## config.mk

```make
export PLATFORM = sky130hd
export DESIGN_NAME = adder_cla_pipe_flat
export DESIGN_NICKNAME = d
export VERILOG_FILES = /design/src/rtl/adder_cla_pipe_pkg.sv /design/src/rtl/adder_cla_pipe_if.sv /design/src/rtl/adder_cla_pipe_seg.sv /design/src/rtl/adder_cla_pipe.sv /design/src/flat_wrapper.sv
export SDC_FILE = /design/constraint.sdc
export NUM_CORES = 1
export LEC_CHECK = 0
export BUFFER_PORTS_ARGS = -buffer_cell sky130_fd_sc_hd__buf_2
export CAP_MARGIN = 20
export CORE_MARGIN = 3
export CORE_UTILIZATION = 53
export CTS_CLUSTER_SIZE = 12
export DETAILED_ROUTE_END_ITERATION = 8
export HOLD_SLACK_MARGIN = 0.12
export PLACE_DENSITY = 0.74
export SLEW_MARGIN = 40
export SYNTH_ARGS = -nofsm -noshare
export SYNTH_HDL_FRONTEND = slang
export SYNTH_SLANG_ARGS = --single-unit
export TNS_END_PERCENT = 100
```

## constraint.sdc

```tcl
create_clock -name i_clk -period 3.58 [get_ports i_clk]
set_clock_uncertainty 0.1 [all_clocks]
set_input_delay 0 -clock i_clk [delete_from_list [all_inputs] [get_ports i_clk]]
set_output_delay 0 -clock i_clk [all_outputs]
set_load 0.02 [all_outputs]
```

## src/rtl/adder_cla_pipe_pkg.sv

```systemverilog
// -----------------------------------------------------------------------------
// adder_cla_pipe_pkg
// Shared definitions for the pipelined carry-lookahead adder/subtractor:
//   - default widths and stage count
//   - operation mode encoding (add / subtract)
//   - helpers for the derived segment width and parameter legality
// -----------------------------------------------------------------------------
package adder_cla_pipe_pkg;

  localparam int DEF_BW_DATA = 32;
  localparam int DEF_NSTAGE  = 4;
  localparam int DEF_BW_GRP  = 4;

  typedef enum logic {
    MODE_ADD = 1'b0,
    MODE_SUB = 1'b1
  } mode_e;

  // Width of the operand slice handled by one pipeline stage.
  function automatic int seg_width(input int bw_data, input int nstage);
    return (nstage < 1) ? 1 : bw_data / nstage;
  endfunction

  // True when the operand splits evenly into stages and each stage's slice
  // splits evenly into lookahead groups.
  function automatic bit params_ok(input int bw_data, input int nstage, input int bw_grp);
    if (nstage < 1 || bw_grp < 1 || bw_data < 1) return 1'b0;
    if (bw_data % nstage != 0) return 1'b0;
    return ((bw_data / nstage) % bw_grp) == 0;
  endfunction

endpackage

```

## src/rtl/adder_cla_pipe_if.sv

```systemverilog
// -----------------------------------------------------------------------------
// adder_cla_pipe_if
// Operand-side and result-side valid/ready channels of adder_cla_pipe.
//   master : upstream/downstream environment (drives operands and i_rdy)
//   slave  : the adder (drives o_rdy and the result)
// Signals:
//   i_vld/o_rdy          operand handshake
//   i_a/i_b/i_c/i_sub    operands, carry/borrow-in, mode (0 add, 1 sub)
//   o_vld/i_rdy          result handshake
//   o_s/o_c/o_ovf        sum/difference, carry-out, signed overflow
// -----------------------------------------------------------------------------
interface adder_cla_pipe_if
  import adder_cla_pipe_pkg::*;
#(
  parameter int BW_DATA = DEF_BW_DATA
) ();

  logic               i_vld;
  logic               o_rdy;
  logic [BW_DATA-1:0] i_a;
  logic [BW_DATA-1:0] i_b;
  logic               i_c;
  logic               i_sub;
  logic               o_vld;
  logic               i_rdy;
  logic [BW_DATA-1:0] o_s;
  logic               o_c;
  logic               o_ovf;

  modport master (
    output i_vld, i_a, i_b, i_c, i_sub, i_rdy,
    input  o_rdy, o_vld, o_s, o_c, o_ovf
  );

  modport slave (
    input  i_vld, i_a, i_b, i_c, i_sub, i_rdy,
    output o_rdy, o_vld, o_s, o_c, o_ovf
  );

endinterface

```

## src/rtl/adder_cla_pipe_seg.sv

```systemverilog
// -----------------------------------------------------------------------------
// cla_seg
// Combinational carry-lookahead adder for one BW_SEG-wide segment, built from
// BW_GRP-wide lookahead groups with a second lookahead level across groups.
// Ports:
//   a, b  segment operands (b already conditioned for subtraction)
//   cin   carry into the segment's LSB
//   s     segment sum
//   cout  carry out of the segment's MSB
//   cmsb  carry into the segment's MSB (cout ^ cmsb is signed overflow when
//         this is the top segment)
// -----------------------------------------------------------------------------
module cla_seg #(
  parameter int BW_SEG = 8,
  parameter int BW_GRP = 4
) (
  input  logic [BW_SEG-1:0] a,
  input  logic [BW_SEG-1:0] b,
  input  logic              cin,
  output logic [BW_SEG-1:0] s,
  output logic              cout,
  output logic              cmsb
);

  localparam int NG = BW_SEG / BW_GRP;

  logic [BW_SEG-1:0] g;
  logic [BW_SEG-1:0] p;
  logic [NG-1:0]     gg;
  logic [NG-1:0]     gp;
  logic [NG:0]       gc;
  logic [BW_SEG:0]   c;
  logic              term;

  assign g = a & b;
  assign p = a ^ b;

  // Every carry is written as an explicit sum of products (generate term
  // ANDed with all propagates above it), so no carry depends on another
  // carry of the same level.
  // NOTE: every signal written here gets a value before any conditional
  // or loop touches it, so no path leaves it unassigned and no latch forms.
  always_comb begin
    gg   = '0;
    gp   = '0;
    gc   = '0;
    c    = '0;
    term = 1'b0;

    // Group generate / propagate.
    for (int j = 0; j < NG; j++) begin
      gp[j] = &p[j*BW_GRP +: BW_GRP];
      for (int i = 0; i < BW_GRP; i++) begin
        term = g[j*BW_GRP + i];
        for (int m = i + 1; m < BW_GRP; m++) term = term & p[j*BW_GRP + m];
        gg[j] = gg[j] | term;
      end
    end

    // Carry into each group (gc[NG] is the segment carry-out).
    for (int j = 0; j <= NG; j++) begin
      term = cin;
      for (int m = 0; m < j; m++) term = term & gp[m];
      gc[j] = term;
      for (int i = 0; i < j; i++) begin
        term = gg[i];
        for (int m = i + 1; m < j; m++) term = term & gp[m];
        gc[j] = gc[j] | term;
      end
    end

    // Carry into each bit, looked ahead from its group's carry-in.
    for (int j = 0; j < NG; j++) begin
      for (int i = 0; i < BW_GRP; i++) begin
        term = gc[j];
        for (int m = 0; m < i; m++) term = term & p[j*BW_GRP + m];
        c[j*BW_GRP + i] = term;
        for (int q = 0; q < i; q++) begin
          term = g[j*BW_GRP + q];
          for (int m = q + 1; m < i; m++) term = term & p[j*BW_GRP + m];
          c[j*BW_GRP + i] = c[j*BW_GRP + i] | term;
        end
      end
    end
    c[BW_SEG] = gc[NG];
  end

  assign s    = p ^ c[BW_SEG-1:0];
  assign cout = c[BW_SEG];
  assign cmsb = c[BW_SEG-1];

endmodule

```

## src/rtl/adder_cla_pipe.sv

```systemverilog
// -----------------------------------------------------------------------------
// adder_cla_pipe
// Pipelined carry-lookahead adder/subtractor. The operands are split into
// NSTAGE segments; stage k adds segment k using the carry registered by stage
// k-1. Latency NSTAGE, throughput one result per cycle, one global enable
// (en = !o_vld || i_rdy) stalls the whole pipe under backpressure.
// Ports:
//   i_clk  rising-edge clock
//   i_rst  synchronous active-high reset
//   bus    operand and result valid/ready channels (slave side)
// -----------------------------------------------------------------------------
module adder_cla_pipe
  import adder_cla_pipe_pkg::*;
#(
  parameter int BW_DATA = DEF_BW_DATA,
  parameter int NSTAGE  = DEF_NSTAGE,
  parameter int BW_GRP  = DEF_BW_GRP
) (
  input  logic            i_clk,
  input  logic            i_rst,
  adder_cla_pipe_if.slave bus
);

  localparam int BW_SEG = seg_width(BW_DATA, NSTAGE);

  if (!params_ok(BW_DATA, NSTAGE, BW_GRP)) begin : g_bad_params
    $error("adder_cla_pipe: BW_DATA must split into NSTAGE segments that split into BW_GRP groups");
  end

  mode_e              mode;
  logic [BW_DATA-1:0] b_eff;
  logic               cin_eff;
  logic               en;

  // Subtraction is A + ~B + ~borrow_in, so i_c keeps borrow meaning in sub mode.
  assign mode    = mode_e'(bus.i_sub);
  assign b_eff   = (mode == MODE_SUB) ? ~bus.i_b : bus.i_b;
  assign cin_eff = bus.i_c ^ (mode == MODE_SUB);

  // Stage inputs and registers. w carries A with the finished sum segments
  // written over it in place; b carries conditioned B. Bits already consumed
  // or not yet needed simply ride along and are pruned by synthesis.
  logic [BW_DATA-1:0] w_in  [NSTAGE];
  logic [BW_DATA-1:0] b_in  [NSTAGE];
  logic               c_in  [NSTAGE];
  logic               v_in  [NSTAGE];
  logic [BW_DATA-1:0] w_q   [NSTAGE];
  logic [BW_DATA-1:0] b_q   [NSTAGE];
  logic               c_q   [NSTAGE];
  logic               ovf_q [NSTAGE];
  logic               v_q   [NSTAGE];

  assign en        = !v_q[NSTAGE-1] || bus.i_rdy;
  assign bus.o_rdy = en;
  assign bus.o_vld = v_q[NSTAGE-1];
  assign bus.o_s   = w_q[NSTAGE-1];
  assign bus.o_c   = c_q[NSTAGE-1];
  assign bus.o_ovf = ovf_q[NSTAGE-1];

  for (genvar k = 0; k < NSTAGE; k++) begin : g_stage
    logic [BW_SEG-1:0]  seg_s;
    logic               seg_cout;
    logic               seg_cmsb;
    logic [BW_DATA-1:0] w_nxt;

    if (k == 0) begin : g_head
      assign w_in[k] = bus.i_a;
      assign b_in[k] = b_eff;
      assign c_in[k] = cin_eff;
      assign v_in[k] = bus.i_vld;
    end else begin : g_body
      assign w_in[k] = w_q[k-1];
      assign b_in[k] = b_q[k-1];
      assign c_in[k] = c_q[k-1];
      assign v_in[k] = v_q[k-1];
    end

    cla_seg #(
      .BW_SEG (BW_SEG),
      .BW_GRP (BW_GRP)
    ) u_seg (
      .a    (w_in[k][k*BW_SEG +: BW_SEG]),
      .b    (b_in[k][k*BW_SEG +: BW_SEG]),
      .cin  (c_in[k]),
      .s    (seg_s),
      .cout (seg_cout),
      .cmsb (seg_cmsb)
    );

    always_comb begin
      w_nxt = w_in[k];
      w_nxt[k*BW_SEG +: BW_SEG] = seg_s;
    end

    // Data registers load only for valid entries, so a bubble reaching the
    // last stage leaves o_s/o_c/o_ovf at the previous result. ovf_q is only
    // meaningful in the last stage, where seg_cmsb is the carry into the MSB.
    // NOTE: state updates use non-blocking assignments so every stage samples
    // its predecessor's pre-edge value regardless of block evaluation order.
    // NOTE: the data registers are reset too, because the last stage drives
    // the result outputs directly and those must read zero after reset.
    always_ff @(posedge i_clk) begin
      if (i_rst) begin
        v_q[k]   <= 1'b0;
        w_q[k]   <= '0;
        b_q[k]   <= '0;
        c_q[k]   <= 1'b0;
        ovf_q[k] <= 1'b0;
      end else if (en) begin
        v_q[k] <= v_in[k];
        if (v_in[k]) begin
          w_q[k]   <= w_nxt;
          b_q[k]   <= b_in[k];
          c_q[k]   <= seg_cout;
          ovf_q[k] <= seg_cout ^ seg_cmsb;
        end
      end
    end
  end

endmodule

```

## src/flat_wrapper.sv

```systemverilog
// flat-port wrapper written by rule: the top's interface ports become plain ports
module adder_cla_pipe_flat import adder_cla_pipe_pkg::*;
#(
  parameter int BW_DATA = DEF_BW_DATA,
  parameter int NSTAGE  = DEF_NSTAGE,
  parameter int BW_GRP  = DEF_BW_GRP
)
  (i_clk, i_rst, bus_i_vld, bus_i_a, bus_i_b, bus_i_c, bus_i_sub, bus_i_rdy, bus_o_rdy, bus_o_vld, bus_o_s, bus_o_c, bus_o_ovf);
  adder_cla_pipe_if #(.BW_DATA(BW_DATA)) bus_i ();
  input  logic i_clk;
  input  logic i_rst;
  input wire logic [$bits(bus_i.i_vld)-1:0] bus_i_vld;
  input wire logic [$bits(bus_i.i_a)-1:0] bus_i_a;
  input wire logic [$bits(bus_i.i_b)-1:0] bus_i_b;
  input wire logic [$bits(bus_i.i_c)-1:0] bus_i_c;
  input wire logic [$bits(bus_i.i_sub)-1:0] bus_i_sub;
  input wire logic [$bits(bus_i.i_rdy)-1:0] bus_i_rdy;
  output wire logic [$bits(bus_i.o_rdy)-1:0] bus_o_rdy;
  output wire logic [$bits(bus_i.o_vld)-1:0] bus_o_vld;
  output wire logic [$bits(bus_i.o_s)-1:0] bus_o_s;
  output wire logic [$bits(bus_i.o_c)-1:0] bus_o_c;
  output wire logic [$bits(bus_i.o_ovf)-1:0] bus_o_ovf;
  assign bus_i.i_vld = bus_i_vld;
  assign bus_i.i_a = bus_i_a;
  assign bus_i.i_b = bus_i_b;
  assign bus_i.i_c = bus_i_c;
  assign bus_i.i_sub = bus_i_sub;
  assign bus_i.i_rdy = bus_i_rdy;
  assign bus_o_rdy = bus_i.o_rdy;
  assign bus_o_vld = bus_i.o_vld;
  assign bus_o_s = bus_i.o_s;
  assign bus_o_c = bus_i.o_c;
  assign bus_o_ovf = bus_i.o_ovf;
  adder_cla_pipe #(.BW_DATA(BW_DATA), .NSTAGE(NSTAGE), .BW_GRP(BW_GRP)) u_core (.i_clk(i_clk), .i_rst(i_rst), .bus(bus_i));
endmodule
```

# --- Word-level counts from Yosys, hierarchy flattened ---
# Memories as Yosys holds them, arrays and structs flattened.
# Cells that the tools add are included.
# Widths: inputs -> output; s select.
word_totals:
  reg_bits: 0
  ram_bits: 268
  inputBits: 70
  word_cells: 263
  mem_count: 5
op_classes:
  n_mux: 42
  bitwise_logic: 206
  n_reduce_logical: 10
mem_list:
  columns: ["name", "depth", "word_bits", "rd", "rd_ports_with_merged_regs", "wr", "line_no", "text"]
  rows:
  - ["u_core.b_q", 4, 32, 3, 0, 4, "adder_cla_pipe.sv:48", "logic [BW_DATA-1:0] b_q [NSTAGE];"]
  - ["u_core.w_q", 4, 32, 4, 0, 4, "adder_cla_pipe.sv:47", "logic [BW_DATA-1:0] w_q [NSTAGE];"]
  - ["u_core.c_q", 4, 1, 4, 0, 4, "adder_cla_pipe.sv:49", "logic c_q [NSTAGE];"]
  - ["u_core.ovf_q", 4, 1, 1, 0, 4, "adder_cla_pipe.sv:50", "logic ovf_q [NSTAGE];"]
  - ["u_core.v_q", 4, 1, 4, 0, 4, "adder_cla_pipe.sv:51", "logic v_q [NSTAGE];"]
op_table:
  columns: ["operator", "count"]
  rows:
  - ["$mux 32", 9]
  - ["$or 1x1->1", 104]
  - ["$and 1x1->1", 84]
  - ["$xor 8x8->8", 8]
  - ["$mux 1", 33]
  - ["$and 8x8->8", 4]
  - ["$not 32->32", 1]
  - ["$reduce_and 4->1", 8]
  - ["$xor 1x1->1", 5]
  - ["$logic_not 1->1", 1]
  - ["$logic_or 1x1->1", 1]

# --- Depth between registers and ports, before layout ---
# Gate-level depths: netlist (run 1).
logic_depth:
  depth_word: 18
  mapped_depth: 12

# --- By module ---
# From an unflattened synthesis (run 1), not the netlist that was laid out.
unflattened:
  cells_unflattened: 622
  area_unflattened_um2: 9922.0
by_module_without_submodules:
  columns: ["mod", "instances", "cells_each", "area_per_inst_um2"]
  rows:
  - ["adder_cla_pipe", 1, 462, 8540.7]
  - ["cla_seg", 4, 40, 345.3]

# --- Worst setup path after synthesis (run 1) ---
# No wires, ideal clock.
synth_timing:
  kind: "reg-to-reg"
  from: "memory u_core.v_q[3]"
  to: "memory u_core.b_q[0][10] in the netlist's numbering, enable pin"
  arrival_time_ns: 2.168
  required_ns: 3.064
  path_slack_ns: 0.896
  stages_incl_launch_ff: 5
  period_less_slack_ns: 2.684
  path_cell_list: "edfxtp_1 nor2b_4 inv_1 nand2_1 nand2_1"
synth_lines:
  columns: ["item", "line_no"]
  rows:
  - ["start: declaration", "adder_cla_pipe.sv:51"]
  - ["end: declaration", "adder_cla_pipe.sv:48"]

==> run_results.csv, run 1 <==
group,metric,value,unit
cts,htree_levels,4,
yosys,synth-edff-count,185,
drt,wl_per_cell,14.5,microns
drt,drt_iter0_markers,281,
hold_path,hold_depth,4,
floorplanning,ios,106,
drt,finalWirelength,14700,microns
cts,cts_tree,"done",
timing,hold_slack,0.120,ns
yosys,synth_area,8380,sq um
layout,fillCellCount,1060,
yosys,syn_inst,588,
power_and_ir_drop,power_density,465,nW/um^2
hold_path,min_from,"bus_i_vld",
yosys,yosysTopAreaCell,"edfxtp_1",
cts,clockBufferDepth,2,
timing,finalHoldViolations,0,
timing,period_share,0.947,
yosys,ys_seq_area_frac,0.663,
timing,maxSlewHeadroom,0.533,
yosys,yosysMostFrequentCell,"edfxtp_1",
yosys,synth_common_cells,"edfxtp_1, and2_1, ha_1",
grt,grt_max_degree,50,
grt,grt_first_pass_wirelength,24500,microns
yosys,yosysWarningCount,0,
floorplanning,initial_core_util,0.547,
cts,clock_tree.root_cell,"clkbuf_16",
timing,post-route-min-period,3.39,ns
layout,finish.utilization,0.688,
layout,drive_gt1_frac,0.185,
layout,fin_cells,1009,
power_and_ir_drop,totalPowerFinal,4.90,mW
grt,grt_antenna_before_repair,0,
yosys,synth_xor_xnor_area_share,0.0438,
yosys,synth_top_family_by_area,"simple AND/OR/NAND/NOR gates",
floorplanning,die_h,132,microns
critical_path,cp.required,3.78,ns
critical_path,path_max_fanout,3,
floorplanning,coreArea,15300,sq um
timing,report.final.slew_viol_count,0,
layout,nets,903,
yosys,synth_top_area_share,0.663,
timing,tns,0,ns
critical_path,worstSetupEndpointType,"flip-flop",
drt,drtAntennaViolNets,0,
yosys,ys_ff_latch,185,
yosys,synth_fa_ha_area_frac,0.0789,
grt,track_usage,0.178,
power_and_ir_drop,vdd_drop_max,0.306,mV
yosys,synth_compound_area_frac,0.0465,
floorplanning,fp-row-count,45,
place,port_buffers,105,
yosys,synth_area_leaders,"edfxtp_1, and2_1, ha_1",
outcome,status,"completed",
layout,ff_latch_area,5560,sq um
layout,syn2layout_area_growth,25.8,%
drt,drc,0,
yosys,yosys.cell_types.count,36,
hold_path,hold_end,"u_core.b_q[0][26]",
critical_path,r2r_cells,9,
critical_path,path_class,"in -> reg",
floorplanning,die_area,17400,sq um
critical_path,rr_endpoint,"u_core.w_q[2][23]",
yosys,synthSimpleGateAreaFrac,0.149,
yosys,async_reset_ff_frac,0,
yosys,synth_mux_area_frac,0.00119,
yosys,synth_flop_cell,"edfxtp_1",
yosys,avgSynthCellArea,14.2,sq um
floorplanning,die_x,132,microns
cts,cts.sinks,185,
critical_path,reg2reg_from,"u_core.w_q[1][16]",
critical_path,r2r_slack,0.95,ns
drt,drtPass1Iterations,5,
cts,numCtsBuffers,17,
yosys,synth_fp_nets,706,
timing,max_slew.worst_pin.slew,0.700,ns
timing,setup_viol,0,
cts,clkLatencyLatePin,0.42,ns
critical_path,crit_arrival,3.59,ns
hold_path,hold_path.class,"in -> reg",
power_and_ir_drop,cellLeakagePower,4.41,nW
place,dp.cells,891,
place,hpwl,9640,microns
timing,rsz0062_at_grt,"false",
flow_run,max-cap-violations,0,
critical_path,start_kind,"primary input",
place,gp_congestion,0.870,
layout,multi_input_comb_area,2680,sq um
drt,avgViaCountPerCell,4.98,
cts,clkTransAtPathRegs,0.06,ns
grt,first_global_vias,5118,
grt,grt_remaining_overflow,0,
drt,vias,5021,
layout,n_antenna_cell,0,
timing,fmax,295,MHz
==> cell usage in the layout, fill, tap and decap left out, drive strengths merged, types with 3 or more instances in the layout <==
cell / synthesis / final
xnor2: 30 / 30
a21oi: 11 / 11
o21ai: 7 / 7
dlygate4sd3: 0 / 86
and2: 127 / 127
clkbuf: 12 / 20
ha: 40 / 40
nand3: 3 / 3
xor2: 11 / 11
nand2: 15 / 15
o21a: 23 / 23
inv: 16 / 16
a21o: 7 / 7
fa: 8 / 8
nor3: 32 / 32
clkinv: 0 / 9
buf: 7 / 111
edfxtp: 185 / 185
nor2: 37 / 37
==> kinds of logic after synthesis <==
| group | after synthesis |
|---|---|
| AND/OR/NAND/NOR | 222 |
| flip-flops | 185 |
| AO/OA/AOI/OAI | 56 |
| adder cells (fa/ha/maj) | 48 |
| XOR/XNOR | 41 |
| buffers and inverters | 35 |
| multiplexers | 1 |
==> sequential cells by signal (all words and copies together) (netlist names) <==
signal and cells:
u_core.b_q 48, u_core.c_q 4, u_core.ovf_q 1, u_core.v_q 4
u_core.w_q 128
==> critical path: stages <==
cell and delay [ns]:
dlygate4sd3_1 0.53, buf_2 0.12, ha_1 0.22, or3_1 0.36, a221oi_2 0.20, a211oi_1 0.10
ha_1 0.22, o21a_1 0.18, o21a_1 0.20, o21a_1 0.18, dlygate4sd3_1 0.55, nor3_1 0.15
dlygate4sd3_1 0.57
==> per-stage QoR <==
| step | area [sq um] | setup WS (ns) |
|---|---|---|
| finish | 10500 | 0.190 |
| global route | 10500 | 0.0409 |
| CTS | 10500 | 0.272 |
| detailed placement | 9130 | 0.950 |
| global placement | 9130 | 1.14 |
| floorplan | 8380 | 0.896 |
==> repair_timing <==
action | in CTS | in global routing
gates resized for setup | 0 | 0
setup buffers | 0 | 0
hold buffers | 86 | 0
hold endpoints to repair | 78 | 0
==> report_power, final <==
part           total, mW  leakage, nW  switching [mW]  internal (mW)
sequential          2.59         1.98          0.0426           2.54
clock               1.73        0.267           0.721           1.01
combinational      0.581         2.16           0.307          0.275
total               4.90         4.41            1.07           3.83
==> worst max-delay path by stage <==
stage                      start                 to  cells after the start
2_1_floorplan      u_core.v_q[3]  u_core.b_q[0][10]                      4
3_3_place_gp    u_core.w_q[0][8]  u_core.w_q[1][15]                      9
3_5_place_dp   u_core.w_q[1][16]  u_core.w_q[2][23]                      9
4_1_cts               bus_i_a[0]   u_core.w_q[0][7]                     13
5_1_grt               bus_i_a[3]   u_core.w_q[0][7]                     13
6_report              bus_i_a[3]   u_core.w_q[0][7]                     13
==> layer usage <==
metal | wire [microns] | vias up | GRT usage
met2 | 7210 | 167 | 0.298
met4 | 311 | 0 | 0.0741
li1 | - | 2485 | -
met3 | 844 | 31 | 0.0494
met1 | 6300 | 2338 | 0.219
met5 | 0 | - | 0
==> final cells by class <==
type / instances / area share
flip-flops and latches: 185 / 0.527
well taps: 211 / 0.0251
clock inverters: 12 / 0.0102
multi-input cells: 368 / 0.255
repair buffers: 197 / 0.136
inverters: 16 / 0.00570
clock buffers: 20 / 0.0414
(Power assumes the default switching activity.)
==> run 2: changes to the inputs <==
Settings changed: RECOVER_POWER set to 25.
==> run_results.csv, run 2 (synthesis gave the netlist of run 1 again) <==
group,metric,value,unit
place,place_area,9130,sq um
floorplanning,ios,106,
outcome,status,"finished, violations left",
timing,maxSlewHeadroom,-0.151,
timing,max_slew.worst_pin.slew,1.73,ns
grt,grt_first_pass_wirelength,24500,microns
layout,syn2layout_area_growth,25.0,%
layout,regMostFlops,"u_core.w_q",
critical_path,slowest_delay,0.57,ns
timing,tns,0,ns
floorplanning,die_h,132,microns
layout,n_antenna_cell,0,
cts,cts.sinks,185,
power_and_ir_drop,vdd_drop_max,0.305,mV
critical_path,setup.worst_path.start,"bus_i_a[3]",
power_and_ir_drop,cellLeakagePower,4.27,nW
hold_path,hold_depth,4,
timing,report.final.slew_viol_count,35,
timing,rsz0062_at_grt,"false",
critical_path,crit_arrival,3.59,ns
timing,fmax,295,MHz
hold_path,hold_end,"u_core.b_q[0][26]",
power_and_ir_drop,combinationalPowerShare,0.117,
cts,clkTransAtPathRegs,0.06,ns
floorplanning,coreArea,15300,sq um
drt,vias,5013,
grt,grt_max_degree,50,
power_and_ir_drop,p_sw_frac,0.219,
cts,clock_tree.root_cell,"clkbuf_16",
place,gp_congestion,0.870,
cts,clockBufferDepth,2,
hold_path,min_from,"bus_i_vld",
critical_path,reg2reg_from,"u_core.v_q[3]",
floorplanning,die_area,17400,sq um
flow_run,max-cap-violations,1,
drt,drt_iter0_markers,275,
critical_path,worstSetupEndpointType,"flip-flop",
cts,postCtsResizedCells,0,
layout,drive_gt1_frac,0.130,
critical_path,rr_endpoint,"u_core.w_q[3][23]",
cts,htree_levels,4,
critical_path,r2r_cells,5,
cts,post_cts_buffers,0,
drt,drtPass1Iterations,5,
critical_path,cpMaxStageDelayCell,"dlygate4sd3_1",
drt,wl_per_cell,14.6,microns
grt,track_usage,0.178,
place,hpwl,9640,microns
cts,numCtsBuffers,17,
timing,post-route-min-period,3.39,ns
layout,final_area,10500,sq um
critical_path,worstPathCellList,"dlygate4sd3_1 > buf_2 > ha_1 > or3_1 > a221oi_2 > a211oi_1 > ha_1 > o21a_1 > o21a_1 > o21a_1 > dlygate4sd3_1 > nor3_1 > dlygate4sd3_1",
grt,grt_remaining_overflow,0,
grt,first_global_vias,5118,
power_and_ir_drop,p_sw,1.07,mW
timing,period_share,0.947,
outcome,violations,"capacitance limit, slew limit",
power_and_ir_drop,p_int,3.82,mW
drt,finalWirelength,14700,microns
drt,avgViaCountPerCell,4.97,
layout,reg_top3,"u_core.w_q x128, u_core.b_q x48",
floorplanning,initial_core_util,0.547,
layout,fillCellCount,1068,
floorplanning,fp-row-count,45,
critical_path,start_kind,"primary input",
layout,final_common_cell,"edfxtp_1",
floorplanning,die_x,132,microns
drt,drc,0,
grt,grt_antenna_before_repair,0,
cts,clkLatencyLatePin,0.42,ns
critical_path,path_class,"in -> reg",
layout,most-common-layout-cells,"edfxtp_1, and2_1, dlygate4sd3_1",
critical_path,r2r_slack,0.93,ns
power_and_ir_drop,power_density,467,nW/um^2
layout,nets,903,
drt,drtAntennaViolNets,0,
cts,cts_tree,"done",
place,port_buffers,105,
critical_path,cp.required,3.78,ns
timing,finalHoldViolations,0,
power_and_ir_drop,p_seq_frac,0.529,
power_and_ir_drop,p_clk_frac,0.354,
hold_path,hold_path.class,"in -> reg",
critical_path,path_max_fanout,3,
timing,setup_viol,0,
layout,largest_reg_flops,128,
## run 2: worst max-delay path, delay by kind of cell
| kind | cells | cell delay (ns) |
|---|---|---|
| simple gates | 2 | 0.51 |
| buf+inv | 4 | 1.77 |
| compound gates | 5 | 0.86 |
| fa+ha+maj | 2 | 0.44 |
## run 2: worst max path at each step
stage | to | slack [ns] | depth (start not counted)
floorplan | u_core.b_q[0][10] | 0.90 | 4
global placement | u_core.w_q[1][15] | 1.14 | 9
detailed placement | u_core.w_q[2][23] | 0.95 | 9
CTS | u_core.w_q[0][7] | 0.27 | 13
global route | u_core.w_q[0][7] | 0.04 | 13
finish | u_core.w_q[0][7] | 0.19 | 13
## run 2: layout make-up
cell class | instances | area (sq um) | area share
clock buffer | 20 | 437 | 0.0417
clock inverter | 12 | 108 | 0.0103
inverter | 16 | 60.1 | 0.00574
multi-input combinational | 368 | 2660 | 0.254
sequential | 185 | 5560 | 0.531
tap | 211 | 264 | 0.0252
timing repair buffer | 197 | 1380 | 0.132
## run 2: power by group through the flow
stage | logic (mW) | clock network, mW | registers [mW]
2_1_floorplan | 0.310 | 0 | 2.65
3_3_place_gp | 0.460 | 0 | 2.63
3_5_place_dp | 0.484 | 0 | 2.63
4_1_cts | 0.575 | 1.76 | 2.59
5_1_grt | 0.633 | 1.85 | 2.60
6_report | 0.573 | 1.73 | 2.59
## run 2: what timing repair did
item | CTS | global route
endpoints found under the hold margin | 78 | 0
hold buffers | 86 | 0
setup endpoints to repair | 0 | 0
## run 2: metrics by stage
step | util | hold WS, ns | power, mW | worst slack (ns) | instances
after floorplan | - | 0.0982 | 2.96 | 0.896 | 588
after global placement | 0.596 | 0.180 | 3.09 | 1.14 | 891
after detailed placement | 0.596 | 0.180 | 3.12 | 0.950 | 891
after CTS | 0.688 | 0.120 | 4.92 | 0.272 | 1009
after global routing | 0.683 | 0.159 | 5.09 | 0.0409 | 1009
final | 0.683 | 0.123 | 4.89 | 0.190 | 1009
## run 2: layer usage
layer  vias up  global-route usage  share of wire
li1       2484                   -              -
met5         -                   0              0
met4         0              0.0741          0.020
met2       168               0.298           0.49
met1      2333               0.219           0.43
met3        28              0.0494          0.060
